**config.mk**
```make
export PLATFORM = sky130hd
export DESIGN_NAME = cmsdk_apb_cmd_master
export DESIGN_NICKNAME = d
export VERILOG_FILES = /design/src/rtl/cmsdk_apb_master_pkg.sv /design/src/rtl/cmsdk_apb_cmd_master.sv
export SDC_FILE = /design/constraint.sdc
export NUM_CORES = 1
export LEC_CHECK = 0
export ABC_AREA = 1
export CAP_MARGIN = 20
export CORE_MARGIN = 2
export CORE_UTILIZATION = 41
export CTS_CLUSTER_DIAMETER = 40
export CTS_CLUSTER_SIZE = 10
export DETAILED_ROUTE_END_ITERATION = 12
export PLACE_DENSITY = 0.8
export SYNTH_ARGS = -nofsm -noshare
export SYNTH_HDL_FRONTEND = slang
export SYNTH_SLANG_ARGS = --single-unit
```
**constraint.sdc**
```tcl
create_clock -name PCLK -period 1.97 [get_ports PCLK]
set_input_delay 0.394 -clock PCLK [delete_from_list [all_inputs] [get_ports PCLK]]
set_output_delay 0.394 -clock PCLK [all_outputs]
set_load 0.005 [all_outputs]
```
**src/rtl/cmsdk_apb_master_pkg.sv**
```systemverilog
// Shared encodings for the APB command master: FSM states and response codes.
package cmsdk_apb_master_pkg;

    typedef enum logic [1:0] {
        IDLE   = 2'd0,
        SETUP  = 2'd1,
        ACCESS = 2'd2,
        RESP   = 2'd3
    } apb_state_t;

    // Outcome of one APB transfer; folded into rsp_err / rsp_timeout.
    typedef enum logic [1:0] {
        RSP_OKAY    = 2'd0,
        RSP_SLVERR  = 2'd1,
        RSP_TIMEOUT = 2'd2
    } rsp_code_t;

endpackage

```
**src/rtl/cmsdk_apb_cmd_master.sv**
```systemverilog
// APB3 initiator: turns a valid/ready command stream into single APB transfers
// and returns read data and status on a valid/ready response stream.
module cmsdk_apb_cmd_master
    import cmsdk_apb_master_pkg::*;
#(
    parameter int ADDR_W  = 12,
    parameter int TIMEOUT = 255,
    parameter int CNT_W   = 8
) (
    input  logic              PCLK,
    input  logic              PRESET,
    input  logic              cmd_valid,
    output logic              cmd_ready,
    input  logic              cmd_write,
    input  logic [ADDR_W-3:0] cmd_addr,
    input  logic [31:0]       cmd_wdata,
    output logic              rsp_valid,
    input  logic              rsp_ready,
    output logic [31:0]       rsp_rdata,
    output logic              rsp_err,
    output logic              rsp_timeout,
    output logic              PSEL,
    output logic              PENABLE,
    output logic [ADDR_W-3:0] PADDR,
    output logic              PWRITE,
    output logic [31:0]       PWDATA,
    input  logic [31:0]       PRDATA,
    input  logic              PREADY,
    input  logic              PSLVERR
);

    localparam bit               TO_EN  = (TIMEOUT != 0);
    localparam logic [CNT_W-1:0] TO_LIM = CNT_W'(TIMEOUT);

    apb_state_t        state_q, state_d;
    logic              psel_q, psel_d;
    logic              penable_q, penable_d;
    logic              pwrite_q, pwrite_d;
    logic [ADDR_W-3:0] paddr_q, paddr_d;
    logic [31:0]       pwdata_q, pwdata_d;
    logic              rsp_valid_q, rsp_valid_d;
    logic [31:0]       rsp_rdata_q, rsp_rdata_d;
    logic              rsp_err_q, rsp_err_d;
    logic              rsp_timeout_q, rsp_timeout_d;
    logic [CNT_W-1:0]  cnt_q, cnt_d;
    rsp_code_t         code;

    always_comb begin
        state_d       = state_q;
        psel_d        = psel_q;
        penable_d     = penable_q;
        pwrite_d      = pwrite_q;
        paddr_d       = paddr_q;
        pwdata_d      = pwdata_q;
        rsp_valid_d   = rsp_valid_q;
        rsp_rdata_d   = rsp_rdata_q;
        rsp_err_d     = rsp_err_q;
        rsp_timeout_d = rsp_timeout_q;
        cnt_d         = cnt_q;
        code          = RSP_OKAY;

        unique case (state_q)
            IDLE: begin
                if (cmd_valid) begin
                    pwrite_d  = cmd_write;
                    paddr_d   = cmd_addr;
                    pwdata_d  = cmd_wdata;
                    psel_d    = 1'b1;
                    penable_d = 1'b0;
                    cnt_d     = '0;
                    state_d   = SETUP;
                end
            end
            SETUP: begin
                penable_d = 1'b1;
                state_d   = ACCESS;
            end
            ACCESS: begin
                // Completion wins over abort when both happen in the same cycle.
                if (PREADY) begin
                    code          = PSLVERR ? RSP_SLVERR : RSP_OKAY;
                    rsp_rdata_d   = pwrite_q ? 32'd0 : PRDATA;
                    rsp_err_d     = (code != RSP_OKAY);
                    rsp_timeout_d = (code == RSP_TIMEOUT);
                    psel_d        = 1'b0;
                    penable_d     = 1'b0;
                    rsp_valid_d   = 1'b1;
                    state_d       = RESP;
                end else if (TO_EN && (cnt_q == TO_LIM)) begin
                    code          = RSP_TIMEOUT;
                    rsp_rdata_d   = 32'd0;
                    rsp_err_d     = (code != RSP_OKAY);
                    rsp_timeout_d = (code == RSP_TIMEOUT);
                    psel_d        = 1'b0;
                    penable_d     = 1'b0;
                    rsp_valid_d   = 1'b1;
                    state_d       = RESP;
                end else begin
                    cnt_d = cnt_q + CNT_W'(1);
                end
            end
            RESP: begin
                if (rsp_ready) begin
                    rsp_valid_d = 1'b0;
                    state_d     = IDLE;
                end
            end
            default: state_d = IDLE;
        endcase
    end

    always_ff @(posedge PCLK) begin
        if (PRESET) begin
            state_q       <= IDLE;
            psel_q        <= 1'b0;
            penable_q     <= 1'b0;
            pwrite_q      <= 1'b0;
            paddr_q       <= '0;
            pwdata_q      <= 32'd0;
            rsp_valid_q   <= 1'b0;
            rsp_rdata_q   <= 32'd0;
            rsp_err_q     <= 1'b0;
            rsp_timeout_q <= 1'b0;
            cnt_q         <= '0;
        end else begin
            state_q       <= state_d;
            psel_q        <= psel_d;
            penable_q     <= penable_d;
            pwrite_q      <= pwrite_d;
            paddr_q       <= paddr_d;
            pwdata_q      <= pwdata_d;
            rsp_valid_q   <= rsp_valid_d;
            rsp_rdata_q   <= rsp_rdata_d;
            rsp_err_q     <= rsp_err_d;
            rsp_timeout_q <= rsp_timeout_d;
            cnt_q         <= cnt_d;
        end
    end

    assign cmd_ready   = (state_q == IDLE);
    assign PSEL        = psel_q;
    assign PENABLE     = penable_q;
    assign PWRITE      = pwrite_q;
    assign PADDR       = paddr_q;
    assign PWDATA      = pwdata_q;
    assign rsp_valid   = rsp_valid_q;
    assign rsp_rdata   = rsp_rdata_q;
    assign rsp_err     = rsp_err_q;
    assign rsp_timeout = rsp_timeout_q;

endmodule

```
==> impl_metrics.ini, run 1 <==
[critical_path]
worstRegToRegCells = 8
reg2reg_slack_ns = 0.29
crit_type = register to primary output
cp_slowest_cell = clkdlybuf4s50_1
cp.arrival_ns = 1.34
critPathLaunchType = register
slowest_delay_ns = 0.56
cp-end-kind = primary output
worst_r2r_startpoint = state_q[0]
cp.required_ns = 1.58
path_delay_family = buffers and inverters
rr_endpoint = cnt_q[6]
critPathBufInv = 1
worstPathMaxFanout = 4
crit_chain = clkdlybuf4s50_1

[yosys]
synth_top_cells_by_count = 123 x nor2_1, 90 x dfxtp_1, 78 x nand2_1
yosys.area.top_type = dfxtp_1
synthSimpleGateAreaFrac_pct = 25.7
synth_xor_area_share_pct = 0
synthTopCellsByArea = dfxtp_1 51%, nor2_1 13%, nand2_1 8.3%
yosysSeqAreaShare_pct = 51.4
async_reset_ff_share_pct = 0
syn_nets = 553
synth_mux_area_share_pct = 0
synth_top_family_by_area = simple AND/OR/NAND/NOR gates
synth-seq-cells = 90
netlist_area_um2 = 3510
synth_compound_area_share_pct = 14.5
yosysTopAreaCellShare_pct = 51.4
ys.flop_type = dfxtp_1
synth_edf_count = 0
synth_warnings = 0
synth_cell_types = 23
syn_avg_cell_area_um2 = 7.51
synthAdderAreaFrac_pct = 1.78
synth_most_common_cell = nor2_1
syn_inst = 467

[drt]
vias = 3543
drt_wl_total_um = 9460
drcViolationCount = 0
drt_first_pass_iters = 4
via_per_inst = 4.83
antenna_left = 0
wire_per_inst_um = 12.9
dr.first_iter.drc_count = 129

[power_and_ir_drop]
power_frac_comb_pct = 38.9
peakVddDrop_mv = 0.636
power.switching_mw = 1.98
seqPwrFrac_pct = 40.3
p_clk_share_pct = 20.8
power_density_nw_per_um2 = 1110
p_sw_share_pct = 32.8
intPower_mw = 4.05
leakage_nw = 2.12

[placement]
dp_hpwl_um = 6790
io_buffers = 161
place.gp.congestion = 0.868
placed_cells = 718

[min_path]
hp-class = register to register
worst_hold_path.endpoint = rsp_timeout
holdPathStages = 2
holdCritStartpoint = rsp_timeout

[flow_run]
maxCapViolations = 0

[global_routing]
grt_max_degree = 65
antenna_found_initial = 0
overflow = 0
grt_pass1_wl_um = 15000
grtUsageTotal_pct = 20.6
grt_pass1_vias = 3407

[die]
die_x_um = 96.5
rows = 33
start_util_pct = 42.5
die_h_um = 96.5
fp.dieArea_um2 = 9310
core_um2 = 8260
io_pins = 162

[cts]
tritoncts = done
htreeDepth = 3
cts_buffers = 9
postCtsSetupBuffers = 0
cts-root-buf = clkbuf_8
clk_pin_slew_ns = 0.09
hold_buffers = 0
clock_latency_ns = 0.35
clockBufferDepth = 2
cts_num_sinks = 90

[sta]
setup_viol = 0
slew_viol_final = 0
maxSlewHeadroom_pct = 79.5
period_needed_ns = 1.73
tightestPinTransition_ns = 0.307
setup-tns-final_ns = 0
hold_ws_ns = 0.452
max_freq_ghz = 0.577
rsz0062_at_grt = false
fin_skew_ns = 0.0118
final.period_utilization_pct = 87.9
hold_viol_final = 0

[finish]
area_growth_pct = 54.5
diodes = 0
layout.nets = 710
fin_cells = 734
drive_gt1_share_pct = 5.56

[outcome]
status = complete, no violations
layer usage:
layer	vias to the layer above	routed length, um	global-route usage, %
li1	1806	-	-
met1	1598	3930	21.8
met2	120	4560	37.6
met3	19	711	5.59
met4	0	265	9.98
met5	-	0	0
layout by cell type (no fill, tap or decap):
| cell type | n |
|---|---|
| clkinv_1 | 2 |
| nand3_2 | 1 |
| ha_2 | 1 |
| dlygate4sd2_1 | 1 |
| nor2_4 | 1 |
| clkbuf_8 | 10 |
| dfxtp_1 | 90 |
| clkinv_2 | 1 |
| nand3_1 | 13 |
| nand2_1 | 78 |
| inv_1 | 19 |
| clkinv_4 | 1 |
| nor2_2 | 1 |
| buf_4 | 8 |
| nand2_2 | 2 |
| o21ai_1 | 3 |
| nor3_4 | 1 |
| buf_12 | 3 |
| a21oi_2 | 1 |
| inv_4 | 1 |
| clkdlybuf4s50_1 | 160 |
| o21ai_0 | 55 |
| nor2_1 | 123 |
| a21oi_1 | 40 |
| o21ai_2 | 1 |
| clkinvlp_4 | 1 |
| ha_1 | 4 |
| clkbuf_1 | 2 |
| bufinv_16 | 1 |
| nand4_1 | 4 |
worst max-delay path by stage:
| stage | from | endpoint | slack, ns | cells past startpoint |
|---|---|---|---|---|
| after floorplan | state_q[0] | PWRITE | 0.49 | 7 |
| after global placement | PREADY | rsp_rdata[4] | 0.32 | 5 |
| after detailed placement | cmd_valid | cnt_q[7] | 0.24 | 7 |
| after CTS | PWRITE | PWRITE | 0.20 | 1 |
| after global routing | state_q[0] | rsp_rdata[8] | 0.12 | 7 |
| final | PWRITE | PWRITE | 0.24 | 1 |
power by group through the flow:
| stage | logic, mW | registers, mW | clock network, mW |
|---|---|---|---|
| after floorplan | 1.15 | 2.48 | 0 |
| after global placement | 2.31 | 2.45 | 0 |
| after detailed placement | 2.35 | 2.47 | 0 |
| after CTS | 2.36 | 2.44 | 1.30 |
| after global routing | 2.62 | 2.48 | 1.37 |
| final | 2.34 | 2.43 | 1.25 |
timing repair:
action / in CTS / in global routing
endpoints found under the hold margin: 0 / 0
gates resized for setup: 2 / 0
setup endpoints to repair: 1 / 0
flip-flops by register name, summed over array words and instances, names as in the netlist:
name / flops
PADDR: 10
rsp_err: 1
PWRITE: 1
state_q: 2
rsp_timeout: 1
PWDATA: 32
PENABLE: 1
PSEL: 1
rsp_rdata: 32
cnt_q: 8
rsp_valid: 1
logic make-up (layout without fill, tap and decap cells):
kind of cell	after synthesis	after routing
buffers and inverters	48	210
adders and majority gates	5	5
DFF	90	90
AOI/OAI and AO/OA	100	100
and+or+nand+nor	224	224
per-stage QoR:
stage,setup slack [ns],instance area (um2),utilization (%),power (mW)
after floorplan,0.488,3510,-,3.63
after global placement,0.318,5220,63.2,4.76
after detailed placement,0.241,5220,63.2,4.83
after CTS,0.200,5420,65.6,6.10
after global routing,0.117,5420,65.6,6.47
final,0.238,5420,65.6,6.03
cell type report:
cell class,count,area (um2)
clock buffer,12,145
tap,105,131
sequential,90,1800
multi-input combinational,329,1470
timing repair buffer,172,1730
fill,712,2840
inverter,22,85.1
clock inverter,4,51.3
No activity file was read; power rests on OpenSTA's default activity.
==> run 2: changes to the inputs <==
CAP_MARGIN = unset   (was 20)
PLACE_DENSITY = 0.77   (was 0.8)
==> run 2 against run 1 <==
Effect of this change:
- clock power is 12% lower
- die area stayed put
- maximum frequency is 8.1% lower
==> impl_metrics.ini, run 2 (same netlist as run 1, synthesis figures left out) <==
[outcome]
status = complete, no violations

[global_routing]
antenna_found_initial = 0
grtUsageTotal_pct = 20.1
grt_pass1_vias = 3233
grt_max_degree = 65
grt_pass1_wl_um = 14600
overflow = 0

[sta]
rsz0062_at_grt = false
setup-tns-final_ns = 0
slew_viol_final = 0
maxSlewHeadroom_pct = 76.0
setup_viol = 0
tightestPinTransition_ns = 0.360
fin_skew_ns = 0.00885
hold_ws_ns = 0.462
max_freq_ghz = 0.530
period_needed_ns = 1.89
hold_viol_final = 0
final.period_utilization_pct = 95.7
setup_slack_ns = 0.0847

[finish]
finish.utilization_pct = 65.2
layout.nets = 709
fillers = 728
diodes = 0
drive_gt1_share_pct = 5.57
area_growth_pct = 53.6
final_common_cell = clkdlybuf4s50_1
layout_common_cells = 161 x clkdlybuf4s50_1, 123 x nor2_1, 90 x dfxtp_1

[critical_path]
cp.required_ns = 1.58
critPathLaunchType = register
cp.arrival_ns = 1.49
crit_type = register to primary output
cp-end-kind = primary output
worstPathMaxFanout = 4

[cts]
cts_num_sinks = 90
htreeDepth = 3
cts-root-buf = clkbuf_8
postCtsSetupBuffers = 0
clock_latency_ns = 0.35
cts_buffers = 9
clockBufferDepth = 2
clk_pin_slew_ns = 0.09
tritoncts = done

[die]
core_um2 = 8260
die_h_um = 96.5
die_x_um = 96.5
start_util_pct = 42.5
fp.dieArea_um2 = 9310
rows = 33
io_pins = 162

[min_path]
hp-class = register to register

[drt]
drcViolationCount = 0
drt_wl_total_um = 9400
via_per_inst = 4.74
vias = 3478
dr.first_iter.drc_count = 184
antenna_left = 0
drt_first_pass_iters = 4
wire_per_inst_um = 12.8

[power_and_ir_drop]
leakage_nw = 2.09
peakVddDrop_mv = 0.703
power_density_nw_per_um2 = 1090

[flow_run]
maxCapViolations = 0

[placement]
dp_slack_ns = 0.230
place.gp.congestion = 0.854
dp_hpwl_um = 6810
io_buffers = 161
-- run 2: power by group --
part / internal [mW] / switching (mW)
clock network: 0.492 / 0.610
logic: 1.22 / 1.14
registers: 2.21 / 0.213
-- run 2: what timing repair did --
action	CTS	global route
pin swaps	0	0
gates resized for setup	2	1
hold buffers	0	0
endpoints found under the setup margin	1	2
-- run 2: path summary, 6_finish.rpt --
check                     start             to  slack (ns)  cells after the start
hold / removal    rsp_rdata[22]  rsp_rdata[22]        0.46                      2
setup / recovery     state_q[1]      cmd_ready        0.08                      3
hold reg to reg   rsp_rdata[22]  rsp_rdata[22]        0.46                      2
setup reg to reg     state_q[0]       cnt_q[6]        0.16                      7
-- run 2: worst max-delay path: stages (launching register included) --
cell	delay, ns
dfxtp_1	0.33
inv_1	0.13
ha_4	0.17
clkdlybuf4s50_1	0.52
-- run 2: per-layer routing --
layer	vias up	share of wire, %	track usage (%)
li1	1803	-	-
met1	1527	41	22.6
met2	132	48	35.2
met3	16	8.9	5.97
met4	0	2.1	9.04
met5	-	0	0
-- run 2: cell type report --
class / count / area, um2 / area share (%)
repair buffers: 171 / 1710 / 31.8
inverters: 22 / 85.1 / 1.58
clock inverters: 4 / 27.5 / 0.511
flip-flops and latches: 90 / 1800 / 33.4
clock buffers: 12 / 145 / 2.69
multi-input cells: 329 / 1480 / 27.5
well taps: 105 / 131 / 2.44
-- run 2: metrics by stage --
step / std cells / instance area (um2) / total power [mW]
floorplan: 467 / 3510 / 3.63
global placement: 717 / 5200 / 4.74
detailed placement: 717 / 5200 / 4.81
CTS: 733 / 5390 / 5.96
global route: 733 / 5390 / 6.33
finish: 733 / 5390 / 5.89
==> run 3: changes to the inputs <==
CORE_MARGIN = 5   (was 2)
PLACE_DENSITY = 0.9   (was 0.77)
==> run 3 against run 2 <==
Effect of this change:
- maximum frequency is 1.4% higher
- core utilization is 0.65 points higher
- count of clock-buffer cells in the layout stayed put
- wire length is 8.5% higher
- setup slack better by 0.026 ns
- sequential power hardly changed
- non-clock buffer count is 2 higher
- global-route usage is 0.95 points lower
- worst hold slack worse by 0.011 ns
- sequential share of layout area is 0.33 points lower
- total power is 3.4% higher
- cell count is 0.27% higher
- highest routed layer unchanged
==> impl_metrics.ini, run 3 (same netlist as run 1, synthesis figures left out) <==
[outcome]
status = complete, no violations

[sta]
fin_skew_ns = 0.0111
period_needed_ns = 1.86
max_freq_ghz = 0.538
maxSlewHeadroom_pct = 79.2
rsz0062_at_grt = false
final.period_utilization_pct = 94.4
setup-tns-final_ns = 0
slew_viol_final = 0
setup_viol = 0
tightestPinTransition_ns = 0.311
hold_viol_final = 0

[power_and_ir_drop]
peakVddDrop_mv = 0.593
power_density_nw_per_um2 = 1120
leakage_nw = 2.13

[critical_path]
worstRegToRegCells = 8
worstPathMaxFanout = 4
cp-end-kind = primary output
cp.required_ns = 1.58
reg2reg_slack_ns = 0.23
critPathLaunchType = register
crit_type = register to primary output
cp.arrival_ns = 1.47
rr_endpoint = cnt_q[1]
worst_r2r_startpoint = state_q[0]

[drt]
drcViolationCount = 0
wire_per_inst_um = 13.9
drt_wl_total_um = 10200
antenna_left = 0
vias = 3639
drt_first_pass_iters = 4
via_per_inst = 4.95
dr.first_iter.drc_count = 260

[die]
fp.dieArea_um2 = 10500
start_util_pct = 42.5
io_pins = 162
core_um2 = 8260
die_h_um = 102
die_x_um = 102
rows = 33

[global_routing]
antenna_found_initial = 0
grt_pass1_vias = 3560
overflow = 0
grtUsageTotal_pct = 19.2
grt_pass1_wl_um = 16300
grt_max_degree = 65

[cts]
clock_latency_ns = 0.35
tritoncts = done
htreeDepth = 3
clockBufferDepth = 2
hold_buffers = 0
cts-root-buf = clkbuf_8
cts_buffers = 9
clk_pin_slew_ns = 0.09
cts_num_sinks = 90

[finish]
multi_input_area_um2 = 1480
layout_common_cells = 161 x clkdlybuf4s50_1, 123 x nor2_1, 90 x dfxtp_1
diodes = 0
fillers = 675
layout.nets = 711
drive_gt1_share_pct = 6.35
finish.utilization_pct = 65.9
regArea_um2 = 1800
area_growth_pct = 55.1
final_common_cell = clkdlybuf4s50_1

[placement]
place.gp.congestion = 0.832
dp_hpwl_um = 7600
io_buffers = 161

[flow_run]
maxCapViolations = 0

[min_path]
worst_hold_path.endpoint = rsp_timeout
hp-class = register to register
holdCritStartpoint = rsp_timeout
holdPathStages = 2
[run 3: routing by layer]
layer	track usage [%]	up-vias	part of all wire, %	wire, um
li1	-	1808	-	-
met3	5.94	28	9.7	985
met4	7.97	0	2.8	289
met2	33.3	157	49	4980
met1	21.7	1646	39	3930
met5	0	-	0	0
[run 3: worst max path at each step]
stage | start | endpoint | slack [ns] | cells past startpoint
3_5_place_dp | PREADY | cnt_q[5] | 0.17 | 8
6_report | state_q[0] | cmd_ready | 0.11 | 3
5_1_grt | state_q[0] | cmd_ready | 0.04 | 3
2_1_floorplan | state_q[0] | PWRITE | 0.49 | 7
4_1_cts | state_q[1] | cmd_ready | 0.02 | 3
3_3_place_gp | cmd_valid | cnt_q[6] | 0.27 | 7
[run 3: final cells by class]
| class | count | area share [%] |
|---|---|---|
| Clock inverter | 4 | 0.621 |
| Tap cell | 105 | 2.41 |
| Clock buffer | 12 | 3.04 |
| Timing Repair Buffer | 173 | 32.0 |
| Multi-Input combinational cell | 329 | 27.3 |
| Sequential cell | 90 | 33.1 |
| Inverter | 22 | 1.56 |
[run 3: timing repair]
action / CTS / global route
setup buffers: 0 / 0
resized for setup: 1 / 3
endpoints found under the setup margin: 1 / 1
[run 3: stage by stage]
| stage | hold slack [ns] | worst slack (ns) | area (um2) | instances | power (mW) |
|---|---|---|---|---|---|
| 6_report | 0.451 | 0.111 | 5440 | 735 | 6.09 |
| 5_1_grt | 0.472 | 0.0422 | 5440 | 735 | 6.52 |
| 4_1_cts | 0.454 | 0.0184 | 5430 | 735 | 6.10 |
| 3_5_place_dp | 0.439 | 0.170 | 5230 | 719 | 4.86 |
| 3_3_place_gp | 0.440 | 0.274 | 5230 | 719 | 4.76 |
| 2_1_floorplan | 0.443 | 0.488 | 3510 | 467 | 3.63 |
[run 3: worst max-delay path: stages (launching register included)]
cell,delay (ns)
dfxtp_1,0.35
inv_2,0.09
ha_4,0.15
clkdlybuf4s50_1,0.53
[run 3: power breakdown]
part           internal (mW)  switching (mW)
clock                  0.575           0.666
combinational           1.24            1.17
sequential              2.22           0.221
